===== src/rtl/id_ex_stage.sv =====
//==============================================================================
// Module      : id_ex_stage
// Description : ID/EX pipeline register for the pipelined MIPS core. Captures
//               decoded operands, immediate, register addresses and control
//               bits from decode and holds them for execute. Supports stall
//               (hold) and flush (bubble). Generates the load-use stall
//               request and the packed bus / 2-bit select pairs that drive
//               the downstream 3-input ALU operand muxes.
// Config      : ID_EX_FWD_EN - when defined, forwarding selects are computed
//               from the EX/MEM and MEM/WB destinations; when undefined the
//               selects are tied to 2'b00 and the hazard stage handles all
//               RAW dependencies by stalling.
// Ports       :
//   clk, rst                         clock, async active-high reset
//   stall, flush                     hold / bubble controls (flush wins)
//   id_valid, id_rs_data, id_rt_data, id_imm, id_rs, id_rt, id_rd, id_ctrl
//                                    decode-stage values to capture
//   exmem_rd/_reg_write/_result      EX/MEM destination, enable, result
//   memwb_rd/_reg_write/_result      MEM/WB destination, enable, result
//   ex_valid, ex_imm, ex_rd, ex_ctrl registered execute-stage values
//   ex_fwdA_bus, ex_fwdB_bus         {memwb_result, exmem_result, operand}
//   ex_fwdA_sel, ex_fwdB_sel         operand mux selects
//   load_use_stall                   hazard request to PC / IF-ID
// Revision    : 1.0 - initial release
//==============================================================================
`default_nettype none

module id_ex_stage #(
    parameter int BIT_WIDTH      = 32,
    parameter int REG_ADDR_WIDTH = 5,
    parameter int CTRL_WIDTH     = 8,
    parameter int MEMREAD_BIT    = 0
) (
    input  logic                      clk,
    input  logic                      rst,
    input  logic                      stall,
    input  logic                      flush,
    input  logic                      id_valid,
    input  logic [BIT_WIDTH-1:0]      id_rs_data,
    input  logic [BIT_WIDTH-1:0]      id_rt_data,
    input  logic [BIT_WIDTH-1:0]      id_imm,
    input  logic [REG_ADDR_WIDTH-1:0] id_rs,
    input  logic [REG_ADDR_WIDTH-1:0] id_rt,
    input  logic [REG_ADDR_WIDTH-1:0] id_rd,
    input  logic [CTRL_WIDTH-1:0]     id_ctrl,
    input  logic [REG_ADDR_WIDTH-1:0] exmem_rd,
    input  logic [REG_ADDR_WIDTH-1:0] memwb_rd,
    input  logic                      exmem_reg_write,
    input  logic                      memwb_reg_write,
    input  logic [BIT_WIDTH-1:0]      exmem_result,
    input  logic [BIT_WIDTH-1:0]      memwb_result,
    output logic                      ex_valid,
    output logic [BIT_WIDTH-1:0]      ex_imm,
    output logic [REG_ADDR_WIDTH-1:0] ex_rd,
    output logic [CTRL_WIDTH-1:0]     ex_ctrl,
    output logic [3*BIT_WIDTH-1:0]    ex_fwdA_bus,
    output logic [3*BIT_WIDTH-1:0]    ex_fwdB_bus,
    output logic [1:0]                ex_fwdA_sel,
    output logic [1:0]                ex_fwdB_sel,
    output logic                      load_use_stall
);

    localparam logic [1:0] c_SEL_REG   = 2'b00;
    localparam logic [1:0] c_SEL_EXMEM = 2'b01;
    localparam logic [1:0] c_SEL_MEMWB = 2'b10;

    //--------------------------------------------------------------------------
    // Pipeline registers
    //--------------------------------------------------------------------------
    logic                      valid_q,   valid_d;
    logic [BIT_WIDTH-1:0]      rs_data_q, rs_data_d;
    logic [BIT_WIDTH-1:0]      rt_data_q, rt_data_d;
    logic [BIT_WIDTH-1:0]      imm_q,     imm_d;
    logic [REG_ADDR_WIDTH-1:0] rs_q,      rs_d;
    logic [REG_ADDR_WIDTH-1:0] rt_q,      rt_d;
    logic [REG_ADDR_WIDTH-1:0] rd_q,      rd_d;
    logic [CTRL_WIDTH-1:0]     ctrl_q,    ctrl_d;

    // Flush outranks stall so a bubble can be inserted even while the
    // pipeline is frozen.
    always_comb begin
        valid_d   = valid_q;
        rs_data_d = rs_data_q;
        rt_data_d = rt_data_q;
        imm_d     = imm_q;
        rs_d      = rs_q;
        rt_d      = rt_q;
        rd_d      = rd_q;
        ctrl_d    = ctrl_q;
        if (flush) begin
            valid_d   = 1'b0;
            rs_data_d = '0;
            rt_data_d = '0;
            imm_d     = '0;
            rs_d      = '0;
            rt_d      = '0;
            rd_d      = '0;
            ctrl_d    = '0;
        end else if (!stall) begin
            valid_d   = id_valid;
            rs_data_d = id_rs_data;
            rt_data_d = id_rt_data;
            imm_d     = id_imm;
            rs_d      = id_rs;
            rt_d      = id_rt;
            rd_d      = id_rd;
            ctrl_d    = id_ctrl;
        end
    end

    always_ff @(posedge clk or posedge rst) begin
        if (rst) begin
            valid_q   <= 1'b0;
            rs_data_q <= '0;
            rt_data_q <= '0;
            imm_q     <= '0;
            rs_q      <= '0;
            rt_q      <= '0;
            rd_q      <= '0;
            ctrl_q    <= '0;
        end else begin
            valid_q   <= valid_d;
            rs_data_q <= rs_data_d;
            rt_data_q <= rt_data_d;
            imm_q     <= imm_d;
            rs_q      <= rs_d;
            rt_q      <= rt_d;
            rd_q      <= rd_d;
            ctrl_q    <= ctrl_d;
        end
    end

    assign ex_valid = valid_q;
    assign ex_imm   = imm_q;
    assign ex_rd    = rd_q;
    assign ex_ctrl  = ctrl_q;

    // Mux input order: slice 0 = register operand, 1 = EX/MEM, 2 = MEM/WB.
    assign ex_fwdA_bus = {memwb_result, exmem_result, rs_data_q};
    assign ex_fwdB_bus = {memwb_result, exmem_result, rt_data_q};

    //--------------------------------------------------------------------------
    // Forwarding selects
    //--------------------------------------------------------------------------
`ifdef ID_EX_FWD_EN
    // Destination register 0 never matches, so a source of 0 can never be
    // forwarded either.
    logic w_exmem_live;
    logic w_memwb_live;
    assign w_exmem_live = exmem_reg_write && (exmem_rd != '0);
    assign w_memwb_live = memwb_reg_write && (memwb_rd != '0);

    always_comb begin
        ex_fwdA_sel = c_SEL_REG;
        ex_fwdB_sel = c_SEL_REG;
        if (valid_q) begin
            // EX/MEM holds the younger result, so it is checked first.
            if (w_exmem_live && (exmem_rd == rs_q))
                ex_fwdA_sel = c_SEL_EXMEM;
            else if (w_memwb_live && (memwb_rd == rs_q))
                ex_fwdA_sel = c_SEL_MEMWB;

            if (w_exmem_live && (exmem_rd == rt_q))
                ex_fwdB_sel = c_SEL_EXMEM;
            else if (w_memwb_live && (memwb_rd == rt_q))
                ex_fwdB_sel = c_SEL_MEMWB;
        end
    end
`else
    // Without forwarding the hazard stage resolves every RAW dependency, so
    // the operand muxes always take the register-file value.
    assign ex_fwdA_sel = c_SEL_REG;
    assign ex_fwdB_sel = c_SEL_REG;

    logic w_unused_fwd;
    assign w_unused_fwd = ^{exmem_rd, memwb_rd, exmem_reg_write,
                            memwb_reg_write, rs_q, rt_q,
                            c_SEL_EXMEM, c_SEL_MEMWB};
`endif

    //--------------------------------------------------------------------------
    // Load-use hazard: the load in execute has not produced its data yet, so
    // a decode instruction reading that register must wait one cycle.
    // id_valid is deliberately ignored; stalling an empty slot is harmless.
    //--------------------------------------------------------------------------
    assign load_use_stall = valid_q && ctrl_q[MEMREAD_BIT] && (rd_q != '0) &&
                            ((rd_q == id_rs) || (rd_q == id_rt));

endmodule

`default_nettype wire


===== config.mk =====
export PLATFORM = sky130hd
export DESIGN_NAME = id_ex_stage
export DESIGN_NICKNAME = d
export VERILOG_FILES = /design/src/rtl/id_ex_stage.sv
export SDC_FILE = /design/constraint.sdc
export NUM_CORES = 1
export LEC_CHECK = 0
export CELL_PAD_IN_SITES_DETAIL_PLACEMENT = 0
export CELL_PAD_IN_SITES_GLOBAL_PLACEMENT = 1
export CORE_AREA = 2 2 173 175
export CTS_CLUSTER_DIAMETER = 150
export DETAILED_ROUTE_END_ITERATION = 8
export DIE_AREA = 0 0 175 177
export PLACE_DENSITY = 0.78
export SKIP_CTS_REPAIR_TIMING = 1
export SLEW_MARGIN = 5
export SYNTH_ARGS = -nofsm -noshare
export SYNTH_HDL_FRONTEND = slang
export SYNTH_SLANG_ARGS = --single-unit
export TNS_END_PERCENT = 30

===== constraint.sdc =====
create_clock -name clk -period 4.45 [get_ports clk]
set_input_delay 0.89 -clock clk [delete_from_list [all_inputs] [get_ports clk]]
set_output_delay 0.89 -clock clk [all_outputs]
set_load 0.01 [all_outputs]

==> impl_metrics.csv, run 1 <==
group,metric,value,unit
pwr,p_int,1700,uW
routing,drt_iter0_drc,111,
synthesis,synthArstFlopShare,100,%
clock_network,cts_buffers,9,
critical_path,crit_arrival,2420,ps
synthesis,yosys-top-cells-area,"dfrtp_1 50%, mux2i_1 20%, buf_4 19%",
pwr,netSwitchingFraction,26.9,%
routing,drt-pass1-iter-count,4,
critical_path,crit_chain,"clkdlybuf4s50_1 > xor2_1 > nor3_1 > nand3_1 > a21oi_1 > clkdlybuf4s50_1",
critical_path,cp.required,3560,ps
layout,diodes,0,
routing,drc_errors,0,
floorplanning,die_area,0.0310,sq mm
critical_path,end_kind,"output pin",
pwr,clkPwrFrac,35.0,%
critical_path,slowest_delay,540,ps
placement,portBuffers,234,
clock_network,clk_path_buf_depth,2,
floorplanning,initial_core_util,18.9,%
critical_path,cp_num_buf_inv,2,
synthesis,syn_avg_cell_area,10.9,sq um
synthesis,syn_inst,505,
sta,finalMaxSlewViolations,0,
floorplanning,rows,63,
sta,setup_viol,0,
sta,tns,0,ps
routing,wire_per_inst,14.3,microns
critical_path,criticalPathCategory,"in -> out",
sta,finalCriticalPeriod,3310,ps
floorplanning,die_w,175,microns
clock_network,root_buffer,"clkbuf_16",
floorplanning,core-area,0.0292,sq mm
synthesis,synth_edf_count,0,
sta,slew_headroom,36.8,%
grt,grt_first_pass_wirelength,21900,microns
clock_network,clk_latency,350,ps
pwr,p_sw,628,uW
routing,postRouteAntennaNets,0,
pwr,p_leak,0.00342,uW
clock_network,cts.sinks,110,
floorplanning,io_pins,443,
pwr,powerDensity,307,mW/mm^2
sta,finalCritPeriodShare,74.4,%
routing,vias,3641,
routing,wl,14200,microns
synthesis,synth_seq_cells,110,
pwr,power_frac_comb,18.3,%
critical_path,critical_path.top_delay_family,"buffers and inverters",
sta,grt_setup_unrepaired,"no",
sta,setup_ws,1140,ps
run_status,status,"complete, no violations",
run,max_cap_violations,0,
grt,grt_max_degree,83,
layout,multi_input_area,0.00166,sq mm
critical_path,path_common_cell,"clkdlybuf4s50_1",
clock_network,cts_tree,"done",
pwr,ir_drop,0.147,mV
critical_path,cp-start-kind,"input port",
synthesis,synth_top_area_cell,"dfrtp_1",
layout,final_nets,800,
synthesis,yosysTopAreaCellShare,49.8,%
layout,drive_gt1_share,3.80,%
sta,clock.fmax,0.302,GHz
routing,viasPerCell,3.66,
clock_network,htreeDepth,3,
pwr,seqPwrFrac,46.7,%
layout,fillers,3095,
placement,pre_cts_ws,1130,ps
placement,hpwlAfterDp,9770,microns
sta,finClkSkew,0,ps
floorplanning,die_y,177,microns
clock_network,clkSlewWorstSetupHoldPaths,80,ps
grt,grt_pass1_vias,3906,
layout,seqCellArea,0.00275,sq mm
layout,syn2layout_area_growth,37.2,%
synthesis,syn-cell-area,0.00553,sq mm
synthesis,synth_flop_cell,"dfrtp_1",
grt,antenna_found_initial,0,
synthesis,ys_types,15,
synthesis,netlist_top_cells_count,"142 x buf_4, 110 x dfrtp_1, 110 x mux2i_1, 110 x nor2_1, 11 x clkbuf_1",
grt,overflow,0,
grt,track_usage,9.26,%
critical_path,cp_max_fo,1,
placement,routabilityCongestion,0.673,
synthesis,yosys_warnings,0,
sta,finalHoldViolations,0,
synthesis,ys_seq_area_share,49.8,%
hold_path,min_path_type,"reg -> reg",
critical_path,crit_path_top_delay_cell,"clkdlybuf4s50_1",
sta,worst_pin_slew,948,ps
synthesis,synth.most_common_cell,"buf_4",
## tightest hold or removal path: stages (launching register included)
cell,delay [ps]
dfrtp_1,340
mux2i_1,70
nor2_1,80
## power groups by stage
stage | logic (uW) | registers [uW] | clock network [uW]
finish | 426 | 1090 | 816
global route | 465 | 1100 | 902
CTS | 437 | 1090 | 869
detailed placement | 435 | 1110 | 0
global placement | 432 | 1110 | 0
floorplan | 268 | 1130 | 0
## per-stage QoR
step / instance area, sq um / cells / hold WS [ps] / total power (uW) / util (%)
6_report: 7590 / 995 / 523 / 2330 / 25.9
5_1_grt: 7590 / 995 / 545 / 2460 / 25.9
4_1_cts: 7590 / 995 / 533 / 2400 / 25.9
3_5_place_dp: 7300 / 979 / 513 / 1540 / 25.0
3_3_place_gp: 7300 / 979 / 503 / 1540 / 25.0
2_1_floorplan: 5540 / 508 / 559 / 1400 / -
## path summary, 6_finish.rpt
check                           start             end  slack, ps  cells past startpoint
max                          id_rt[1]  load_use_stall       1140                      6
min                        ex_ctrl[2]      ex_ctrl[2]        520                      2
max reg2reg                  ex_rd[0]        ex_rd[0]       3640                      2
min reg2reg                ex_ctrl[2]      ex_ctrl[2]        520                      2
max in group asynchronous         rst        ex_rd[0]       2670                      3
min in group asynchronous         rst    rs_data_q[3]        970                      2
## layout make-up
class,count,area share (%)
timing repair buffer,237,31.5
multi-input combinational,241,21.9
clock inverter,7,0.841
inverter,1,0.0825
clock buffer,9,2.97
tap,390,6.43
sequential,110,36.3
## state kept, by name, summed over array words and instances, names as in the netlist
| name | cells |
|---|---|
| rs_data_q | 32 |
| ex_ctrl | 8 |
| ex_rd | 5 |
| ex_valid | 1 |
| rt_data_q | 32 |
| ex_imm | 32 |
## cells in the final DEF (no fill, tap or decap), drive strengths merged
master           n
clkdlybuf4s50  232
dfrtp          110
xor2             6
inv              5
xnor2            4
o211ai           1
buf              5
nor2           110
clkbuf           9
conb             4
a21oi            1
mux2i          110
clkinvlp         2
or4              1
nor3             2
clkinv           1
nand3            2
## layer usage
metal	vias to the layer above	track usage (%)	share of wire, %
li1	1682	-	-
met1	1729	9.75	37
met2	182	15.5	49
met3	48	3.91	9.4
met4	0	5.52	4.1
met5	-	0	0
## cell families after synthesis
| logic type | share of synthesized area (%) |
|---|---|
| DFF | 49.8 |
| buffers and inverters | 20.4 |
| other | 0.0678 |
| AOI/OAI and AO/OA | 0.317 |
| xor gates and xnor gates | 1.58 |
| muxes | 19.9 |
| and+or+nand+nor | 7.97 |
Note: power is estimated with default switching activity, not from simulation.
==> inputs of run 2 (changes only) <==
--- a/config.mk
+++ b/config.mk
@@ -7,11 +7,11 @@
 export LEC_CHECK = 0
 export CELL_PAD_IN_SITES_DETAIL_PLACEMENT = 0
 export CELL_PAD_IN_SITES_GLOBAL_PLACEMENT = 1
-export CORE_AREA = 2 2 173 175
+export CORE_AREA = 2 2 171 173
 export CTS_CLUSTER_DIAMETER = 150
 export DETAILED_ROUTE_END_ITERATION = 8
-export DIE_AREA = 0 0 175 177
-export PLACE_DENSITY = 0.78
+export DIE_AREA = 0 0 173 175
+export PLACE_DENSITY = 0.82
 export SKIP_CTS_REPAIR_TIMING = 1
 export SLEW_MARGIN = 5
 export SYNTH_ARGS = -nofsm -noshare
==> constraint.sdc (replaced) <==
create_clock -name clk -period 2.8 [get_ports clk]
set_input_delay 0.56 -clock clk [delete_from_list [all_inputs] [get_ports clk]]
set_output_delay 0.56 -clock clk [all_outputs]
set_load 0.01 [all_outputs]
==> impl_metrics.csv, run 2 (synthesized netlist as in run 1, its figures left out) <==
group,metric,value,unit
pwr,power_frac_comb,18.6,%
critical_path,end_kind,"output pin",
routing,wire_per_inst,14.3,microns
critical_path,ff2ff_path_depth,2,
clock_network,clkSlewWorstSetupHoldPaths,70,ps
sta,clock.fmax,0.371,GHz
clock_network,cts.sinks,110,
layout,drive_gt1_share,4.75,%
critical_path,r2r-start,"ex_rd[0]",
routing,postRouteAntennaNets,0,
critical_path,cp_num_buf_inv,2,
routing,drc_errors,0,
grt,grt_pass1_vias,3943,
sta,finalCriticalPeriod,2690,ps
sta,finClkSkew,0,ps
sta,finalCritPeriodShare,96.2,%
critical_path,r2r_slack,2010,ps
layout,final_nets,806,
critical_path,path_common_cell,"clkdlybuf4s50_1",
critical_path,crit_chain,"clkdlybuf4s50_1 > xor2_1 > nor3_1 > nand3_1 > a21oi_1 > clkdlybuf4s50_1",
critical_path,cp_max_fo,1,
run,max_cap_violations,0,
pwr,netSwitchingFraction,26.1,%
critical_path,crit_arrival,2130,ps
critical_path,worstReg2RegEnd,"ex_rd[0]",
clock_network,clk_path_buf_depth,2,
grt,track_usage,9.62,%
floorplanning,die_y,175,microns
critical_path,slowest_delay,540,ps
floorplanning,io_pins,443,
clock_network,htreeDepth,3,
clock_network,clk_latency,350,ps
layout,fillers,3041,
placement,portBuffers,234,
hold_path,min_from,"ex_ctrl[3]",
hold_path,hold_end,"ex_ctrl[3]",
run_status,status,"complete, no violations",
grt,grt_first_pass_wirelength,22300,microns
sta,tns,0,ps
critical_path,criticalPathCategory,"in -> out",
critical_path,crit_path_top_delay_cell,"clkdlybuf4s50_1",
grt,overflow,0,
floorplanning,initial_core_util,19.5,%
clock_network,cts_buffers,9,
layout,final_cell_mix,"232 x clkdlybuf4s50_1, 110 x mux2i_1, 110 x nor2_1, 110 x dfrtp_1, 9 x clkbuf_16",
pwr,p_leak,0.00346,uW
placement,hpwlAfterDp,10400,microns
sta,grt_setup_unrepaired,"no",
pwr,p_sw,964,uW
routing,drt_iter0_drc,97,
sta,finalMaxSlewViolations,0,
routing,viasPerCell,3.66,
pwr,seqPwrFrac,46.9,%
critical_path,critical_path.top_delay_family,"buffers and inverters",
pwr,ir_drop,0.208,mV
sta,setup_viol,0,
layout,syn2layout_area_growth,38.2,%
clock_network,cts_tree,"done",
grt,antenna_found_initial,0,
sta,slew_headroom,66.1,%
sta,finalHoldViolations,0,
layout,utilization,26.9,%
floorplanning,die_w,173,microns
placement,routabilityCongestion,0.767,
grt,grt_max_degree,79,
critical_path,cp-start-kind,"input port",
floorplanning,rows,62,
routing,wl,14300,microns
pwr,clkPwrFrac,34.4,%
floorplanning,die_area,0.0303,sq mm
sta,worst_pin_slew,508,ps
pwr,p_int,2720,uW
pwr,powerDensity,483,mW/mm^2
layout,layout_commonest_cell,"clkdlybuf4s50_1",
clock_network,root_buffer,"clkbuf_16",
routing,vias,3645,
hold_path,min_path_type,"reg -> reg",
critical_path,cp.required,2240,ps
hold_path,hold_depth,2,
floorplanning,core-area,0.0284,sq mm
layout,diodes,0,
routing,drt-pass1-iter-count,4,
==> run 2: changes by cell type in the layout (fill, tap and decap cells not counted), sizes merged <==
cell / delta
clkinv: +2
inv: -3
clkbuf: +1
buf: +6
==> run 2: layer usage <==
metal / GRT usage (%) / vias to the layer above / routed length, microns
li1: - / 1691 / -
met1: 10.3 / 1702 / 5470
met2: 15.5 / 206 / 6750
met3: 4.33 / 46 / 1420
met4: 5.93 / 0 / 630
met5: 0 / - / 0
==> run 2: stage by stage <==
stage | area, sq um | hold slack (ps) | cells | power (uW) | setup WS, ps
6_report | 7640 | 520 | 995 | 3690 | 106
2_1_floorplan | 5540 | 559 | 508 | 2230 | 911
3_5_place_dp | 7360 | 511 | 979 | 2460 | 79.8
5_1_grt | 7640 | 528 | 995 | 3890 | 22.7
4_1_cts | 7640 | 527 | 995 | 3780 | 82.4
3_3_place_gp | 7360 | 502 | 979 | 2460 | 83.1
==> run 2: worst reg2reg max path: cells and delay by family (launching register included) <==
kind,cells,cell delay (ps)
flops,1,460
mux,1,170
simple gates,1,50
==> run 2: power by group through the flow <==
stage	Clock [uW]	Sequential, uW	Combinational, uW
6_report	1270	1730	687
5_1_grt	1400	1740	749
4_1_cts	1350	1730	702
3_5_place_dp	0	1760	699
3_3_place_gp	0	1760	697
2_1_floorplan	0	1800	426
==> run 2: area by class of cell <==
class	instances	area (sq um)	area share, %
tap	384	480	6.29
clock buffer	10	239	3.13
inverter	1	7.51	0.0982
multi-input combinational	241	1660	21.7
sequential	110	2750	36.0
timing repair buffer	243	2460	32.2
clock inverter	6	43.8	0.573
==> run 2: worst max path at each step <==
stage | cells after the start | slack (ps) | endpoint | from
2_1_floorplan | 1 | 910 | ex_ctrl[0] | rst
3_3_place_gp | 6 | 80 | load_use_stall | id_rt[0]
3_5_place_dp | 6 | 80 | load_use_stall | id_rt[0]
4_1_cts | 6 | 80 | load_use_stall | id_rt[0]
5_1_grt | 6 | 20 | load_use_stall | id_rt[0]
6_report | 6 | 110 | load_use_stall | id_rt[1]
